===== config.mk =====
export PLATFORM = sky130hd
export DESIGN_NAME = ysyx_22050499_ctrl_fsm
export DESIGN_NICKNAME = d
export VERILOG_FILES = /design/src/rtl/ysyx_22050499_ctrl_fsm_pkg.sv /design/src/rtl/ysyx_22050499_ctrl_fsm_wait_cnt.sv /design/src/rtl/ysyx_22050499_ctrl_fsm.sv
export SDC_FILE = /design/constraint.sdc
export NUM_CORES = 1
export LEC_CHECK = 0
export CAP_MARGIN = 20
export CORE_MARGIN = 2
export CORE_UTILIZATION = 43
export DETAILED_ROUTE_END_ITERATION = 10
export PLACE_DENSITY_LB_ADDON = 0.3
export SYNTH_ARGS = -nofsm -noshare
export SYNTH_HDL_FRONTEND = slang
export SYNTH_SLANG_ARGS = --single-unit

===== constraint.sdc =====
create_clock -name clock -period 2.4 [get_ports clock]
set_clock_uncertainty 0.2 [all_clocks]
set_input_delay 0.36 -clock clock [delete_from_list [all_inputs] [get_ports clock]]
set_output_delay 0.36 -clock clock [all_outputs]
set_load 0.01 [all_outputs]

===== src/rtl/ysyx_22050499_ctrl_fsm_pkg.sv =====
// Shared state encoding for the multi-cycle control FSM and anything that decodes its status.
// Also holds the retire/wait state sets and the default memory-wait timeout.
package ysyx_22050499_ctrl_fsm_pkg;

  typedef enum logic [3:0] {
    S_IF   = 4'h0,
    S_ID   = 4'h1,
    S_JEXE = 4'h2,
    S_JMEM = 4'h3,
    S_JWB  = 4'h4,
    S_AEXE = 4'h5,
    S_AMEM = 4'h6,
    S_AWB  = 4'h7,
    S_SEXE = 4'h8,
    S_SMEM = 4'h9,
    S_SWB  = 4'hA,
    S_LEXE = 4'hB,
    S_LMEM = 4'hC,
    S_LWB  = 4'hD
  } state_e;

  localparam int MEM_TMO_DEF = 255;

  // States whose exit retires an instruction (pc_we).
  function automatic logic is_retire(input logic [3:0] s);
    return (s == S_JWB) || (s == S_AWB) || (s == S_SWB) || (s == S_LWB);
  endfunction

  // States that wait on an external handshake and are guarded by the timeout.
  function automatic logic is_wait(input logic [3:0] s);
    return (s == S_IF) || (s == S_SMEM) || (s == S_LMEM);
  endfunction

endpackage


===== src/rtl/ysyx_22050499_ctrl_fsm_wait_cnt.sv =====
// Wait-cycle counter: counts while enabled, clears on request, flags the last
// permitted wait cycle so the FSM can give up on the following edge.
module ysyx_22050499_WAIT_CNT
  import ysyx_22050499_ctrl_fsm_pkg::*;
#(
  parameter int MEM_TMO = MEM_TMO_DEF
) (
  input  logic clock,
  input  logic reset,
  input  logic en,
  input  logic clr,
  output logic tmo
);

  localparam int W = $clog2(MEM_TMO + 1);

  logic [W-1:0] cnt_q;

  always_ff @(posedge clock or negedge reset) begin
    if (!reset)   cnt_q <= '0;
    else if (clr) cnt_q <= '0;
    else if (en)  cnt_q <= cnt_q + W'(1);
  end

  // cnt_q == MEM_TMO-1 means this is the MEM_TMO-th cycle spent waiting.
  assign tmo = en && (cnt_q == W'(MEM_TMO - 1));

endmodule


===== src/rtl/ysyx_22050499_ctrl_fsm.sv =====
// Multi-cycle core control FSM: fetch, decode dispatch, per-class EXE/MEM/WB
// sequencing, handshake timeouts and a retired-instruction counter.
module ysyx_22050499_ctrl_fsm
  import ysyx_22050499_ctrl_fsm_pkg::*;
#(
  parameter int CNT_W   = 64,
  parameter int MEM_TMO = MEM_TMO_DEF
) (
  input  logic             clock,
  input  logic             reset,
  input  logic             ifu_valid,
  input  logic             cls_jump,
  input  logic             cls_alu,
  input  logic             cls_store,
  input  logic             cls_load,
  input  logic             is_fence_i,
  input  logic             flush_done,
  input  logic             lsu_done,
  output logic [3:0]       status,
  output logic             ifu_req,
  output logic             lsu_req,
  output logic             lsu_wen,
  output logic             icache_flush,
  output logic             rd_we,
  output logic             pc_we,
  output logic             illegal,
  output logic             mem_err,
  output logic [CNT_W-1:0] instret
);

  logic [3:0]       state_q, state_d;
  logic             fence_q;
  logic             illegal_q, mem_err_q;
  logic [CNT_W-1:0] instret_q;
  logic             wait_done, tmo, tmo_hit, cnt_clr;

  // A handshake arriving on the final wait cycle still wins over the timeout.
  assign wait_done = (state_q == S_IF) ? ifu_valid : lsu_done;
  assign tmo_hit   = tmo && !wait_done;
  assign cnt_clr   = (state_d != state_q) || tmo_hit;

  ysyx_22050499_WAIT_CNT #(.MEM_TMO(MEM_TMO)) u_wait_cnt (
    .clock (clock),
    .reset (reset),
    .en    (is_wait(state_q)),
    .clr   (cnt_clr),
    .tmo   (tmo)
  );

  always_comb begin
    state_d = state_q;
    case (state_q)
      S_IF:   if (ifu_valid) state_d = S_ID;
      S_ID: begin
        if      (cls_jump)  state_d = S_JEXE;
        else if (cls_alu)   state_d = S_AEXE;
        else if (cls_store) state_d = S_SEXE;
        else if (cls_load)  state_d = S_LEXE;
        else                state_d = S_IF;
      end
      S_JEXE: state_d = S_JMEM;
      S_JMEM: state_d = S_JWB;
      S_AEXE: state_d = S_AMEM;
      S_AMEM: if (!fence_q || flush_done) state_d = S_AWB;
      S_SEXE: state_d = S_SMEM;
      S_SMEM: if (lsu_done) state_d = S_SWB; else if (tmo_hit) state_d = S_IF;
      S_LEXE: state_d = S_LMEM;
      S_LMEM: if (lsu_done) state_d = S_LWB; else if (tmo_hit) state_d = S_IF;
      default: state_d = S_IF;  // WB states, plus recovery from codes E/F
    endcase
  end

  always_ff @(posedge clock or negedge reset) begin
    if (!reset) begin
      state_q   <= S_IF;
      fence_q   <= 1'b0;
      illegal_q <= 1'b0;
      mem_err_q <= 1'b0;
      instret_q <= '0;
    end else begin
      state_q   <= state_d;
      illegal_q <= (state_q == S_ID) && !(cls_jump || cls_alu || cls_store || cls_load);
      mem_err_q <= tmo_hit;
      if (state_q == S_ID) fence_q <= is_fence_i;
      if (pc_we) instret_q <= instret_q + CNT_W'(1);
    end
  end

  assign status       = state_q;
  assign ifu_req      = (state_q == S_IF);
  assign lsu_req      = (state_q == S_SMEM) || (state_q == S_LMEM);
  assign lsu_wen      = (state_q == S_SMEM);
  assign icache_flush = (state_q == S_AMEM) && fence_q;
  assign rd_we        = (state_q == S_JWB) || (state_q == S_AWB) || (state_q == S_LWB);
  assign pc_we        = is_retire(state_q);
  assign illegal      = illegal_q;
  assign mem_err      = mem_err_q;
  assign instret      = instret_q;

endmodule


# [Yosys cells after proc, flatten, opt, wreduce, memory -nomap -nowiden]
# Cells that the tools add are included.
[op_classes] mux=13 addsub=2 n_eq_ne=15 n_reduce_logical=21
[op_table] operator="adder 64 x 1 -> 64 bit (second input constant)" n=1
[op_table] operator="case mux 4 bit (10 select lines)" n=1
[op_table] operator="2-to-1 mux 4 bit" n=9
[op_table] operator="== test 4 bit (second input constant)" n=6
[op_table] operator="== test 4 x 3 -> 1 bit (second input constant)" n=4
[op_table] operator="2-to-1 mux 8 bit" n=2
[op_table] operator="logical OR 1 bit" n=12
[op_table] operator="adder 8 x 1 -> 8 bit (second input constant)" n=1
[op_table] operator="== test 4 x 2 -> 1 bit (second input constant)" n=2
[op_table] operator="== test 8 bit (second input constant)" n=1
[op_table] operator="== test 4 x 1 -> 1 bit (second input constant)" n=1
[op_table] operator="logical AND 1 bit" n=4
[op_table] operator="zero test 4 bit" n=1
[op_table] operator="!= test 4 bit" n=1
[op_table] operator="zero test 1 bit" n=3
[op_table] operator="nonzero test 2 bit" n=1
[op_table] operator="2-to-1 mux 1 bit" n=1
[word_totals] reg_bits=79 out_inout_bits=76 in_bits=10

# [Logic depth before layout (Yosys ltp)]
[depth] word_depth=11 depth_mapped=9

# [By module]
# A second synthesis with hierarchy kept.
[unflattened] cells_unflattened=408 area_unflattened_um2=4065.1
[modules_own_cells] module="ysyx_22050499_ctrl_fsm" area_per_inst_um2=3653.5 seq_area_each_um2=1776.7 n_inst=1 cells_per_inst=367
[modules_own_cells] module="ysyx_22050499_WAIT_CNT" area_per_inst_um2=411.6 seq_area_each_um2=200.2 n_inst=1 cells_per_inst=41

# [Least setup slack after synthesis]
# No wires, ideal clock.
[synth_path] path_kind="reg-to-reg" start="register state_q[1], in the netlist status[1]" end="register u_wait_cnt.cnt_q[1]" stages_incl_launch_ff=7 synth_period_minus_slack_ns=2.298 t_arrival_ns=1.992 n_path_buf=1 required_time_ns=2.093 setup_slack_ns=0.102 setup_time_ns=0.107 cell_sequence="dfrtp_1 nor4_4 mux2i_1 and4_4 or3_4 buf_6 a2111oi_4"
[synth_via] elab_chain_cells=11 word_cells_on_any_way=26 cone_classes="eq/ne: 10; mux: 8; reduce/logical: 8"
[synth_lines] element="from (decl)" line="ysyx_22050499_ctrl_fsm.sv:31" rtl="logic [3:0] state_q, state_d;"
[synth_lines] element="from (signal assigned)" line="ysyx_22050499_ctrl_fsm.sv:81" rtl="state_q <= state_d;"
[synth_lines] element="zero test 4 bit (*)"
[synth_lines] element="named net ifu_req" line="ysyx_22050499_ctrl_fsm.sv:20" rtl="output logic ifu_req,"
[synth_lines] element="logical OR 1 bit (2 in a row)" line="ysyx_22050499_ctrl_fsm_pkg.sv:31" rtl="return (s == S_IF) || (s == S_SMEM) || (s == S_LMEM);"
[synth_lines] element="logical AND 1 bit" line="ysyx_22050499_ctrl_fsm_wait_cnt.sv:26" rtl="assign tmo = en && (cnt_q == W'(MEM_TMO - 1));"
[synth_lines] element="logical AND 1 bit (*)" line="ysyx_22050499_ctrl_fsm.sv:39" rtl="assign tmo_hit = tmo && !wait_done;"
[synth_lines] element="named net tmo_hit" line="ysyx_22050499_ctrl_fsm.sv:35" rtl="logic wait_done, tmo, tmo_hit, cnt_clr;"
[synth_lines] element="2-to-1 mux 4 bit" line="ysyx_22050499_ctrl_fsm.sv:66, ysyx_22050499_ctrl_fsm.sv:68"
[synth_lines] element="2-to-1 mux 4 bit, on equally long branches" line="ysyx_22050499_ctrl_fsm.sv:68, ysyx_22050499_ctrl_fsm.sv:66"
[synth_lines] element="case mux 4 bit (10 select lines)" line="ysyx_22050499_ctrl_fsm.sv:52" rtl="case (state_q)"
[synth_lines] element="!= test 4 bit" line="ysyx_22050499_ctrl_fsm.sv:40" rtl="assign cnt_clr = (state_d != state_q) || tmo_hit;"
[synth_lines] element="logical OR 1 bit (*)" line="ysyx_22050499_ctrl_fsm.sv:40"
[synth_lines] element="2-to-1 mux 8 bit / nonzero test 2 bit (equally long branches)"
[synth_lines] element="to (signal assigned)" line="ysyx_22050499_ctrl_fsm_wait_cnt.sv:22" rtl="else if (en) cnt_q <= cnt_q + W'(1);"
[synth_lines] element="to (decl)" line="ysyx_22050499_ctrl_fsm_wait_cnt.sv:17" rtl="logic [W-1:0] cnt_q;"
# The timed path passes the listed nets; every way through them passes the cells marked *.
# A chain may end at the register's enable or synchronous reset.

# [Worst setup path in the final report]
[layout_path] start="register state_q[0], in the netlist status[0]" end="register instret_q[19], in the netlist instret[19]"
[layout_via] elab_chain_cells=4 word_cells_on_any_way=7 cone_classes="eq/ne: 4; reduce/logical: 3"
[layout_lines] element="== test 4 x 3 -> 1 bit" line="ysyx_22050499_ctrl_fsm_pkg.sv:26" rtl="return (s == S_JWB) || (s == S_AWB) || (s == S_SWB) || (s == S_LWB);"
[layout_lines] element="logical OR 1 bit (2 in a row)" line="ysyx_22050499_ctrl_fsm_pkg.sv:26"
[layout_lines] element="logical OR 1 bit (*)" line="ysyx_22050499_ctrl_fsm_pkg.sv:26"
[layout_lines] element="to (signal assigned)" line="ysyx_22050499_ctrl_fsm.sv:85" rtl="if (pc_we) instret_q <= instret_q + CNT_W'(1);"
[layout_lines] element="to (decl)" line="ysyx_22050499_ctrl_fsm.sv:34" rtl="logic [CNT_W-1:0] instret_q;"
# Every way passes the cells marked *; elsewhere a longest branch is shown, timed or not.

==> summary.md <==
| Metric | Value |
|---|---|
| Status | completed |
| Worst Hold Endpoint | instret[63]$_DFFE_PN0P_ |
| Setup WS pre-CTS | 0.0265 ns |
| Leakage | 2.49 nW |
| Setup slack, reg-to-reg | 0.10 ns |
| Via count | 3,444 |
| Layout cell share with drive strength beyond 1 | 14.2% |
| Worst path max stage delay | 0.57 ns |
| Setup TNS | 0 ns |
| Critical path, cell by cell | buf_4 > nand4bb_1 > o211a_1 > buf_4 > or4_1 > nor3_2 > xor2_1 |
| Hold Path Depth | 1 |
| Crit-path most repeated cell | buf_4 |
| Worst setup SP type | flip-flop |
| Net count after synthesis | 422 |
| WS Path Type | reg2reg |
| Hold Crit Start | instret[63]$_DFFE_PN0P_ |
| Final-report max-slew violation count | 0 |
| Cells after synthesis | 409 |
| H-Tree Depth | 3 |
| Clk root buf | clkbuf_8 |
| Area used by multi-input combinational logic | 2010 sq um |
| Crit end category | flip-flop |
| FF/Latch Area | 1980 sq um |
| DR DRC count | 0 |
| Peak VDD IR | 0.415 mV |
| Diode count | 0 |
| Yosys cell types | 52 |
| Routed vias/inst | 5.19 |
| Final hold viol count | 0 |
| Mean routed wirelength per cell | 14.4 um |
| Synth Register Bits | 79 |
| Max stage delay cell, worst path | or4_1 |
| Initial antenna violation count | 0 |
| R2r startpoint | status[0]$_DFF_PN0_ |
| Synthesized area per cell | 10.1 sq um |
| FF-to-FF path depth | 7 |
| Fin worst setup slack | 0.101 ns |
| Buffers on Ports | 85 |
| Worst Tran Pin Value | 0.431 ns |
| RSZ-0062 raised after global routing | false |
| Die Wd | 102 um |
| Clk_lat worst skew | 0.35 ns |
| Global-route wire length before repair | 15.7 mm |
| Num ports | 86 |
| Full die area | 10,400 sq um |
| Highest clock rate | 0.435 GHz |
| CTS Sinks | 79 |
| Initial Utilization | 44.4% |
| Clock buffer depth | 2 |
| Final setup fails | 0 |
| Die Y | 102 um |
| Final wirelength | 9.54 mm |
| Gr usage total | 19.0% |
| Cts bufs inserted | 9 |
| Clk slew on worst S/H paths | 0.08 ns |
| Fin crit share | 95.8% |
| Relative slew slack | 71.0% |
| FF-to-FF End | instret[19]$_DFFE_PN0P_ |
| Tmin final | 2.30 ns |
| Commonest non-fill, non-tap cell in the layout | clkdlybuf4s50_1 |
| Detailed-router iteration count before antenna repair | 4 |
| Grt ovf | 0 |
| Mapped Area | 4120 sq um |
| Detailed placer's ending HPWL | 6.85 mm |
| Register area share after synthesis | 48.0% |
| CTS tree | built |
| Max-Cap Viols | 0 |
| DR iter-0 viols | 126 |
| Most frequent cells in the layout | clkdlybuf4s50_1, dfrtp_1, nand2_1, xor2_1, buf_4 |
| Vias in the first global route | 3,345 |
| Fillers | 820 |
| Warning count from the yosys run | 0 |
| Pwr Density | 777 nW/um^2 |
| # nets final | 543 |
| Number of placement rows | 35 |
| Synthesis-to-finish area growth | 36.3% |
| Crit path arrival time | 2.36 ns |
| Core area | 9280 sq um |
| Routability congestion estimate | 0.856 |
| Worst Hold Class | reg2reg |
| Critical path fanouts, max | 6 |
| ANT nets after route | 0 |
| WP data required | 2.46 ns |
| Pin count of the biggest net entering global routing | 52 |
==> synth_stat cells (all sizes together) <==
library cell   n  share of area, %
dfrtp         79                48
nand2         37               3.4
xor2          36               7.7
xnor2         34               7.2
nor3          33               4.1
nor2          26               2.4
nand4         22               4.1
inv           21               1.9
nand3         17               2.1
nor4          15               3.0
and3           9               1.4
buf            9               1.4
o21ai          9               1.1
a21oi          6              0.73
and4           6               1.3
nand2b         6              0.91
or3            4              0.73
clkbuf         3              0.27
ha             3              0.91
nor2b          3              0.46
or4            3              0.64
a31oi          2              0.30
and2           2              0.30
mux2           2              0.55
mux2i          2              0.49
nand4bb        2              0.55
o211a          2              0.49
o22ai          2              0.30
o31ai          2              0.49
or2            2              0.30
a2111oi        1              0.67
a221o          1              0.24
a31o           1              0.21
and3b          1              0.21
nand3b         1              0.18
nand4b         1              0.21
o211ai         1              0.18
o22a           1              0.21
o31a           1              0.21
or3b           1              0.21
==> flip-flops by register name (all words and copies together) (netlist names) <==
| register | count |
|---|---|
| instret | 64 |
| u_wait_cnt.cnt_q | 8 |
| status | 4 |
| fence_q | 1 |
| illegal | 1 |
| mem_err | 1 |
==> power breakdown <==
group,switching (mW),total [mW],internal (mW)
sequential,0.137,1.56,1.43
clock,0.504,1.12,0.620
combinational,0.863,1.67,0.809
==> layer usage <==
layer	part of all wire, %	global-route usage, %	routed length [um]
met1	45	25.7	4300
met2	49	30.8	4650
met3	5.4	5.20	518
met4	0.81	4.72	77
met5	0	0	0
==> cell type report <==
type,instances,area share (%)
Multi-Input combinational cell,297,35.8
Sequential cell,79,35.3
Timing Repair Buffer,122,20.4
Tap cell,129,2.88
Clock buffer,10,2.45
Clock inverter,6,1.67
Inverter,21,1.45
==> metrics by stage <==
step / total power, mW / utilization, % / cell area (sq um) / hold slack (ns) / std cells
floorplan: 2.56 / - / 4120 / -0.136 / 409
global placement: 3.15 / 57.1 / 5300 / 0.122 / 640
detailed placement: 3.19 / 57.1 / 5300 / 0.128 / 640
CTS: 4.39 / 60.3 / 5590 / 0.291 / 664
global route: 4.64 / 60.4 / 5610 / 0.311 / 664
finish: 4.36 / 60.4 / 5610 / 0.285 / 664
==> cells by family after synthesis <==
group                    synth area share (%)
buffers and inverters                    3.59
multiplexers                             1.03
XOR/XNOR                                 14.9
flip-flops                               48.0
AND/OR/NAND/NOR                          26.4
adder cells (fa/ha/maj)                 0.912
AO/OA/AOI/OAI                            5.14
==> worst max-delay path by stage <==
stage	slack, ns	from	end
final	0.10	status[0]$_DFF_PN0_	instret[19]$_DFFE_PN0P_
after global routing	0.01	status[0]$_DFF_PN0_	u_wait_cnt.cnt_q[1]$_DFFE_PN0P_
after CTS	0.03	status[2]$_DFF_PN0_	u_wait_cnt.cnt_q[1]$_DFFE_PN0P_
after detailed placement	0.03	cls_load	u_wait_cnt.cnt_q[5]$_DFFE_PN0P_
after global placement	0.09	cls_load	u_wait_cnt.cnt_q[2]$_DFFE_PN0P_
after floorplan	0.10	status[1]$_DFF_PN0_	u_wait_cnt.cnt_q[1]$_DFFE_PN0P_
==> timing repair <==
item | 4_1_cts | 5_1_grt
resized for setup | 11 | 3
buffers inserted | 7 | 0
cloned | 0 | 0
hold buffers | 1 | 0
hold endpoints to repair | 28 | 0
setup endpoints to repair | 6 | 8
pin swaps | 1 | 5
==> worst max-delay path: cells and delay by family (launching register included) <==
family	cells	cell delay [ns]
AND/OR/NAND/NOR	3	0.91
buffers and inverters	2	0.33
flip-flops	1	0.46
AO/OA/AOI/OAI	1	0.17
XOR/XNOR	1	0.16
(Power assumes the default switching activity.)
